File: config.mk
export PLATFORM = sky130hd
export DESIGN_NAME = jump_judge
export DESIGN_NICKNAME = d
export VERILOG_FILES = /design/src/rtl/jump_judge.sv
export SDC_FILE = /design/constraint.sdc
export NUM_CORES = 1
export LEC_CHECK = 0
export ABC_AREA = 1
export CORE_MARGIN = 5
export CORE_UTILIZATION = 53
export CTS_CLUSTER_DIAMETER = 60
export DETAILED_ROUTE_END_ITERATION = 16
export PLACE_DENSITY = 0.81
export SETUP_SLACK_MARGIN = 0.02
export SLEW_MARGIN = 20
export SYNTH_ARGS = -nofsm -noshare
export SYNTH_HDL_FRONTEND = slang
export SYNTH_SLANG_ARGS = --single-unit
File: constraint.sdc
create_clock -name clk -period 3.7 [get_ports clk]
set_input_delay 0.925 -clock clk [delete_from_list [all_inputs] [get_ports clk]]
set_output_delay 0.925 -clock clk [all_outputs]
set_load 0.1 [all_outputs]
File: src/rtl/jump_judge.sv
// jump_judge: latches a released charge, animates the jump on tick, then judges the
// landing against the per-direction target and keeps score. Option: JUMP_JUDGE_BONUS_EN.
module jump_judge #(
  parameter int unsigned STEP      = 4,
  parameter int unsigned TOL       = 3,
  parameter int unsigned TGT_UP    = 16,
  parameter int unsigned TGT_DOWN  = 24,
  parameter int unsigned TGT_LEFT  = 32,
  parameter int unsigned TGT_RIGHT = 40
) (
  input  logic       clk,
  input  logic       rst,
  input  logic       tick,
  input  logic       is_pressing,
  input  logic [3:0] press_time,
  input  logic [1:0] position,
  input  logic       restart,
  output logic       jump_active,
  output logic [1:0] jump_dir,
  output logic [7:0] jump_offset,
  output logic       get_score,
  output logic [7:0] score,
  output logic       game_end
);

  typedef enum logic [2:0] {
    IDLE   = 3'd0,
    CHARGE = 3'd1,
    FLIGHT = 3'd2,
    JUDGE  = 3'd3,
    OVER   = 3'd4
  } state_t;

  state_t      state_r, state_n_s;
  logic        pr_d_r;
  logic [3:0]  pt_r;
  logic [3:0]  cnt_r;
  logic [7:0]  dist_r;
  logic        rise_s;
  logic        step_s;
  logic        hit_s;
  logic [7:0]  tgt_s;
  logic [8:0]  diff_s;
  logic [1:0]  inc_s;

  function automatic logic [7:0] target_of(input logic [1:0] dir);
    case (dir)
      2'b00:   target_of = 8'(TGT_UP);
      2'b01:   target_of = 8'(TGT_DOWN);
      2'b10:   target_of = 8'(TGT_LEFT);
      2'b11:   target_of = 8'(TGT_RIGHT);
      default: target_of = 8'd0;
    endcase
  endfunction

  function automatic logic [7:0] sat_add(input logic [7:0] a, input logic [1:0] inc);
    logic [8:0] sum;
    sum = {1'b0, a} + {7'd0, inc};
    sat_add = sum[8] ? 8'hFF : sum[7:0];
  endfunction

  // Next-state, flight stepping and landing judgement.
  always_comb begin
    state_n_s = state_r;
    rise_s    = is_pressing & ~pr_d_r;
    step_s    = 1'b0;
    get_score = 1'b0;
    tgt_s     = target_of(jump_dir);
    if (dist_r >= tgt_s) begin
      diff_s = {1'b0, dist_r - tgt_s};
    end else begin
      diff_s = {1'b0, tgt_s - dist_r};
    end
    hit_s = (diff_s <= 9'(TOL));
`ifdef JUMP_JUDGE_BONUS_EN
    inc_s = (diff_s == 9'd0) ? 2'd2 : 2'd1;
`else
    inc_s = 2'd1;
`endif
    case (state_r)
      IDLE: begin
        if (rise_s) state_n_s = CHARGE;
        else        state_n_s = IDLE;
      end
      CHARGE: begin
        if (!is_pressing) state_n_s = FLIGHT;
        else              state_n_s = CHARGE;
      end
      FLIGHT: begin
        step_s = tick && (cnt_r < pt_r);
        // Leave on the edge that consumes the last tick, or at once when pt is zero.
        if ((cnt_r == pt_r) || (step_s && ((cnt_r + 4'd1) == pt_r))) state_n_s = JUDGE;
        else                                                         state_n_s = FLIGHT;
      end
      JUDGE: begin
        get_score = hit_s;
        if (hit_s) state_n_s = IDLE;
        else       state_n_s = OVER;
      end
      OVER: begin
        if (restart) state_n_s = IDLE;
        else         state_n_s = OVER;
      end
      default: state_n_s = IDLE;
    endcase
  end

  // State, latched jump parameters, flight progress and score.
  always_ff @(posedge clk or posedge rst) begin
    if (rst) begin
      state_r     <= IDLE;
      pr_d_r      <= 1'b0;
      pt_r        <= 4'd0;
      cnt_r       <= 4'd0;
      dist_r      <= 8'd0;
      jump_active <= 1'b0;
      jump_dir    <= 2'd0;
      jump_offset <= 8'd0;
      score       <= 8'd0;
      game_end    <= 1'b0;
    end else begin
      state_r     <= state_n_s;
      pr_d_r      <= is_pressing;
      jump_active <= (state_n_s == FLIGHT);
      game_end    <= (state_n_s == OVER);
      if ((state_r == CHARGE) && !is_pressing) begin
        pt_r        <= press_time;
        jump_dir    <= position;
        dist_r      <= 8'(press_time) * 8'(STEP);
        jump_offset <= 8'd0;
        cnt_r       <= 4'd0;
      end else if (step_s) begin
        jump_offset <= jump_offset + 8'(STEP);
        cnt_r       <= cnt_r + 4'd1;
      end else if ((state_r == OVER) && restart) begin
        jump_offset <= 8'd0;
        jump_dir    <= 2'd0;
      end
      if ((state_r == JUDGE) && hit_s) begin
        score <= sat_add(score, inc_s);
      end else if ((state_r == OVER) && restart) begin
        score <= 8'd0;
      end
    end
  end

endmodule

==> run summary, run 1 <==
Setup repair after global routing left no endpoint under its margin. Clock-pin slew was measured on the worst setup and hold paths at 70 ps. The layout net count came out at 314. The clock skew came out at 10.1 ps. The top cell types in the final layout, fill and taps aside, are 58 x nand2_1, 30 x inv_1, 28 x dfrtp_1, 24 x nand3_1, 19 x nor2_1. The initialized floorplan defines 22 standard-cell rows. The tree is rooted in a clkbuf_8. The total inserted antenna cells is 0. The routed length per placed instance is 12.6 microns. The final clock period utilization by the worst path is 0.960. The most critical setup path has its startpoint at dist_r[3].

The initial antenna violation count was 0. The most common library cell in the layout ignoring fill and taps is nand2_1. The data arrival time of the critical path came out at 2630 ps. Counting cells, the worst reg-to-reg path comes to 13. TritonCTS built the clock tree. Detailed placement ended at an HPWL of 3170 microns. In this run the worst path has a maximum fanout of 3. In this run the cell area of the synthesized design comes to 1980 sq um. Headroom to the max-slew limit came out at 0.344. The main combinational cell family by area after synthesis is simple AND/OR/NAND/NOR gates. Setup violations remaining at the end of the flow were counted as 0. During I/O placement, the number of pins put on the boundary was 32. The worst hold path terminates at score[3]. The via count of the routed design is 1,748. The height of the die is 71.1 microns. For this run, design rule violations remaining after detail routing come to 0. The adder and majority gate portion of the synthesized area is 0.119. After synthesis, the mean cell area works out to 7.99 sq um. The global placement routability congestion is 0.813. The flow ran to the end, and the final reports show no timing, DRC or antenna violations.

The number of storage elements in the synthesis netlist came out at 30. The initial cell density of the core is 0.545. The sequential cells in the finished layout cover a total of 756 sq um. The number of violations of the max-capacitance limit is 0. In this run, CTS created clock tree buffers numbering 5. The insertion delay of the later-clocked pin in the worst-skew pair came out at 280 ps. After synthesis, the share of cell area in mux cells is 0. The final non-filler cell area is 2450 sq um. The total area of multi-input combinational cells came out at 1060 sq um.

The global-route wire length before repair came out at 7250 microns. The final critical delay including setup and external delays is 3550 ps. The number of endpoints with negative hold slack in the final report is 0.

The layout overhead on the synthesized area came out at 23.9%. The horizontal die dimension is 71.1 microns. The total iterations of the first detailed-routing run is 4.

The startpoint class of the critical path is a flop. The H-tree depth reported by CTS came out at 2. The post-synthesis sequential area ratio came out at 0.379. In this run, distinct cell masters in the synthesized netlist total 29.

The worst register-to-register path ends at game_end. The final number of max-transition violations came out at 0. The startpoint identified for the worst hold timing path is score[3]. The startpoint identified for the worst register-to-register timing path is dist_r[3]. The actual transition at the worst max-transition pin is 980 ps. The region available for standard cell placement spans 3630 sq um. The global routing usage summed across all routing layers is 0.179. After global routing the overflow that remains totals 0. The filler cells instantiated in the layout total 306.

The number of cells produced by synthesis came out at 248. The worst reg-to-reg setup slack came out at 1090 ps. The compound-cell area share of the yosys netlist came to 0.0859. The post-place instance area came out at 2310 sq um.

The setup path with the least slack is of type flop to output port. The detailed router finished its first iteration with 99 violations. The maximum clock frequency is 0.281 GHz. Setup slack on the critical path of the routed design comes to 147 ps.

Entering global routing, the biggest net connects 31 pins. The sort of element at the end of the critical path is an output port. The clock sink count came out at 30. The count of warnings emitted by yosys came out at 0.

The cell count after placement came out at 322. The number of global-route vias before repair is 1,673. Of the total synthesized cell area, the portion taken by XOR and XNOR cells is 0.0265. The ratio of routed vias to standard cells is 5.22. The count of input and output buffers came out at 29.

The setup TNS came out at 0 ps. The share of synthesized cell area in and, or, nand and nor gates is 0.300. The hold buffer count at cts came out at 0. Counting instances, the worst hold path has a depth of 2. The longest clock path from root to sink contains 2 buffers.

The number of cells in the finished layout apart from fillers came out at 335. The detail route stage leaves a number of antenna-violating nets equal to 0. The pre-CTS setup slack came out at 190 ps. The layout cell share with drive strength beyond 1 came out at 0.164. The required time reported for the critical path endpoint came out at 2770 ps. The path category of the worst min-delay check is flop to flop.

The detailed-route wire length is 4230 microns. The floorplan die area came out at 5060 sq um.
[worst max path at each step]
stage / to / slack [ps] / cells past startpoint
after floorplan: get_score / 50 / 9
after global placement: get_score / 310 / 11
after global routing: get_score / 10 / 11
after CTS: get_score / 20 / 11
after detailed placement: get_score / 190 / 11
final: get_score / 150 / 11
[registers in the layout (all words and copies together), names as in the netlist]
| signal | flops |
|---|---|
| state_r | 3 |
| jump_active | 1 |
| score | 8 |
| cnt_r | 4 |
| pr_d_r | 1 |
| jump_dir | 2 |
| game_end | 1 |
| jump_offset | 6 |
| dist_r | 4 |
[layer usage]
layer  vias to the layer above  GRT usage  wire, microns
met5                         -          0              0
met1                       814      0.216           1880
li1                        889          -              -
met3                         8     0.0497            160
met4                         0     0.0689             74
met2                        37      0.304           2120
[metrics by stage]
stage	util	hold WS [ps]
final	0.675	569
after global routing	0.675	599
after CTS	0.667	562
after detailed placement	0.635	546
after global placement	0.635	544
after floorplan	-	512
[synthesized netlist by cell type]
cell | instances | area share
a21oi_1 | 6 | 0.015
nor3_4 | 1 | 0.0082
nand4_1 | 9 | 0.028
inv_1 | 32 | 0.061
buf_2 | 1 | 0.0025
nand2_1 | 58 | 0.11
inv_2 | 5 | 0.0095
buf_4 | 3 | 0.011
nand3_1 | 24 | 0.061
o21bai_1 | 1 | 0.0038
fa_1 | 3 | 0.030
nand3_4 | 2 | 0.018
nand3_2 | 1 | 0.0051
ha_1 | 14 | 0.088
a22o_1 | 1 | 0.0044
nor3_2 | 2 | 0.010
a21oi_4 | 1 | 0.0082
or2_4 | 1 | 0.0044
nand2_4 | 2 | 0.011
clkbuf_1 | 2 | 0.0038
a211oi_1 | 1 | 0.0038
xor2_1 | 6 | 0.027
or2_2 | 1 | 0.0032
nor2_1 | 19 | 0.036
dfrtp_1 | 30 | 0.38
o21ai_0 | 15 | 0.038
conb_1 | 1 | 0.0019
nor3_1 | 2 | 0.0051
o22ai_1 | 4 | 0.013
[kinds of logic after synthesis]
family / Yosys count
other: 1
adder cells (fa/ha/maj): 17
XOR/XNOR: 6
buffers and inverters: 43
AND/OR/NAND/NOR: 122
flip-flops: 30
AO/OA/AOI/OAI: 29
[what timing repair did]
action	4_1_cts	5_1_grt
pin swaps	1	4
hold endpoints to repair	0	0
resized for setup	1	0
setup buffers	1	4
setup endpoints to repair	1	1
gates cloned	0	0
[critical path, cell delays in order (launching register included)]
cell and delay [ps]:
dfrtp_1 400, inv_2 90, ha_1 150, inv_1 70
fa_1 410, fa_1 440, nor2_1 110, nand3_1 140
a21oi_4 180, nand3_4 100, clkinvlp_4 100, buf_12 160
[cell type report]
class / count / share of cell area
clock buffer: 8 / 0.0449
multi-input combinational: 176 / 0.432
sequential: 30 / 0.308
timing repair buffer: 36 / 0.133
tap: 48 / 0.0245
inverter: 37 / 0.0581
Power of run 1 is left out: the tool's default activity adds up to more than one toggle a clock period on the data nets, which glitch-free logic cannot reach.
==> inputs of run 2 (changes only) <==
--- a/config.mk
+++ b/config.mk
@@ -7,10 +7,11 @@
 export LEC_CHECK = 0
 export ABC_AREA = 1
 export CORE_MARGIN = 5
-export CORE_UTILIZATION = 53
+export CORE_UTILIZATION = 55
 export CTS_CLUSTER_DIAMETER = 60
 export DETAILED_ROUTE_END_ITERATION = 16
-export PLACE_DENSITY = 0.81
+export DONT_BUFFER_PORTS = 1
+export PLACE_DENSITY = 0.72
 export SETUP_SLACK_MARGIN = 0.02
 export SLEW_MARGIN = 20
 export SYNTH_ARGS = -nofsm -noshare
==> constraint.sdc (replaced) <==
create_clock -name clk -period 4.55 [get_ports clk]
set_input_delay 1.1375 -clock clk [delete_from_list [all_inputs] [get_ports clk]]
set_output_delay 1.1375 -clock clk [all_outputs]
set_load 0.1 [all_outputs]
==> run 2 against run 1 <==
Against the previous run:
- sequential share of layout area is 4.5 points higher
- die area is 3.1% lower
- global-route usage is 0.82 points lower
- clock skew is 2.2 ps lower
- hold slack worse by 13 ps
- routed wire length is 9.6% lower
- sequential cell count stayed put
- core utilization is 5.2 points lower
- clock-buffer cell count stayed put
- via count is 10% lower
- critical path type unchanged
- critical endpoint unchanged
==> run summary, run 2 (synthesized netlist as in run 1, its figures left out) <==
The startpoint class of the critical path is a flop (unchanged). The global routing usage summed across all routing layers came out at 0.171 (was 0.179). The number of CTS-inserted buffers came to 5 (unchanged). The total iterations of the first detailed-routing run came out at 4 (unchanged). The number of cells traversed by the worst register-to-register path is 11 (was 13). The number of placement rows is 21 (was 22).

The worst-case headroom to the max-slew limit came out at 0.334 (was 0.344). The critical path buffer and inverter count was 4 (unchanged). The worst reg-to-reg setup slack was 1830 ps (was 1090 ps). The setup-violating endpoint count in the final report is 0 (unchanged). The DRC violation count after routing was 0 (unchanged).

The detailed-route wire length is 3820 microns (was 4230 microns). The number of violations of the max-capacitance limit came out at 0 (unchanged). The clock sink count is 30 (unchanged). The origin of the critical flop-to-flop path was dist_r[3] (unchanged). The number of global-route vias before repair is 1,542 (was 1,673). The number of cells on the worst hold path is 3 (was 2). The critical path's top delay family is adder cells (unchanged).

The height of the die came out at 70.0 microns (was 71.1 microns). The total global routing overflow came out at 0 (unchanged). The initial cell density of the core is 0.580 (was 0.545). The floorplan die area was 4900 sq um (was 5060 sq um). The final number of max-transition violations was 0 (unchanged). The number of gates resized after cts came out at 0 (was 1). Largest registers in the final layout: score: 8 flops, jump_offset: 6 flops (unchanged). The beginning of the critical path is dist_r[3] (unchanged). The number of primary I/O pins is 32 (unchanged). The largest stage delay on the critical path came out at 460 ps (was 440 ps).

The kind of critical path is flop to output port (unchanged). The layout overhead on the synthesized area came out at 7.45% (was 23.9%). The path category of the worst min-delay check is flop to flop (unchanged). Crit-path cells: inv_1 > ha_1 > inv_1 > fa_1 > fa_1 > nor2_1 > nand3_1 > a21oi_4 > nand3_4 > inv_1 > buf_12 (was inv_2 > ha_1 > inv_1 > fa_1 > fa_1 > nor2_1 > nand3_1 > a21oi_4 > nand3_4 > clkinvlp_4 > buf_12). The most common library cell in the layout ignoring fill and taps was nand2_1 (unchanged). The global-route wire length before repair is 6760 microns (was 7250 microns). The setup TNS is 0 ps (unchanged).

Most used cells in the layout excluding fill and tap cells: 58 x nand2_1, 32 x inv_1, 30 x dfrtp_1, 24 x nand3_1, 19 x nor2_1 (was 58 x nand2_1, 30 x inv_1, 28 x dfrtp_1, 24 x nand3_1, 19 x nor2_1). The count of input and output buffers is 0 (was 29). The clock transition at the registers of the reported paths came out at 100 ps (was 70 ps). The number of endpoints with negative hold slack in the final report came out at 0 (unchanged). The root cell of the clock tree is clkbuf_4 (was clkbuf_8).

Derived from the worst setup path, the maximum achievable clock frequency is 0.238 GHz. The via count of the routed design is 1,571 (was 1,748). The final clock period utilization by the worst path is 0.922. The slowest cell on the critical path is fa_1 (unchanged). The hold buffer count at cts is 0 (unchanged). The cell repeated most along the worst path is inv_1 (was fa_1). The post-detailed-placement half-perimeter wirelength is 2950 microns (was 3170 microns). The smallest clock period supported by the final layout is computed as 4190 ps. The layout net count is 282 (was 314).

The actual transition at the worst max-transition pin is 999 ps (was 980 ps). The H-tree depth reported by CTS is 2 (unchanged). The number of buffers inserted to repair setup after CTS is 0 (was 1). Unrepaired setup endpoints after global routing: no (unchanged).

The register name with the most flops is score (unchanged). The largest fanout on the critical path is 10 (was 3). The required time reported for the critical path endpoint came out at 3410 ps (was 2770 ps). The clock tree from TritonCTS is built (unchanged).

The routed length per placed instance came to 12.7 microns (was 12.6 microns). The capturing element of the worst setup path is get_score (unchanged). The number of buffers on the longest clock path came out at 2 (unchanged).

The pin count of the biggest net entering global routing came to 31 (unchanged). The end of the worst register-to-register path is score[2] (was game_end). The count of antenna-violating nets left after detailed routing came out at 0 (unchanged).

The ratio of routed vias to standard cells is 5.22 (about the same). The layout cell share with drive strength beyond 1 is 0.110 (was 0.164). The sort of element at the end of the critical path is an output port (unchanged). The critical path depth came to 11 (unchanged). The flip-flop count of the largest register after layout came out at 8 (unchanged). The clock skew is 7.89 ps (was 10.1 ps). The data arrival time of the critical path is 3060 ps (was 2630 ps).

The total inserted antenna cells came out at 0 (unchanged). The placeable core region came out at 3420 sq um (was 3630 sq um). The insertion delay of the later-clocked pin in the worst-skew pair came out at 330 ps (was 280 ps). Outcome: complete, no violations (unchanged). The initial antenna violation count was 0 (unchanged). The global placement routability congestion was 0.856 (was 0.813). The horizontal die dimension came to 70.0 microns (was 71.1 microns). The violation count after the first detailed-routing iteration came out at 51 (was 99).
==> run 2: area by class of cell <==
| class | count | area, sq um |
|---|---|---|
| fill | 312 | 1290 |
| multi-input combinational | 176 | 1060 |
| tap | 46 | 57.6 |
| sequential | 30 | 751 |
| timing repair buffer | 4 | 42.5 |
| inverter | 37 | 139 |
| clock buffer | 8 | 78.8 |
==> run 2: worst min path at each step <==
stage	slack [ps]	from	to
2_1_floorplan	510	pr_d_r	state_r[0]
3_3_place_gp	530	pr_d_r	state_r[0]
3_5_place_dp	540	pr_d_r	state_r[0]
4_1_cts	550	pr_d_r	state_r[0]
5_1_grt	610	pr_d_r	state_r[0]
6_report	560	pr_d_r	state_r[0]
==> run 2: metrics by stage <==
stage / hold slack [ps] / area, sq um / setup slack [ps] / utilization / cells
after floorplan: 512 / 1980 / 37.8 / - / 249
after global placement: 532 / 2050 / 786 / 0.600 / 293
after detailed placement: 539 / 2050 / 708 / 0.600 / 293
after CTS: 546 / 2130 / 340 / 0.623 / 301
after global routing: 607 / 2130 / 153 / 0.623 / 301
final: 556 / 2130 / 356 / 0.623 / 301
==> run 2: layer usage <==
layer | up-vias | share of wire | track usage
li1 | 816 | - | -
met1 | 711 | 0.46 | 0.220
met2 | 39 | 0.46 | 0.265
met3 | 5 | 0.067 | 0.0646
met4 | 0 | 0.012 | 0.0574
met5 | - | 0 | 0
==> run 2: worst reg2reg max path, delay by kind of cell, from the launching register on <==
family | cells | cell delay (ps)
compound gates | 1 | 330
fa+ha+maj | 3 | 1030
buf+inv | 2 | 200
flops | 1 | 430
simple gates | 5 | 610
Power of run 2 is left out for the same reason.
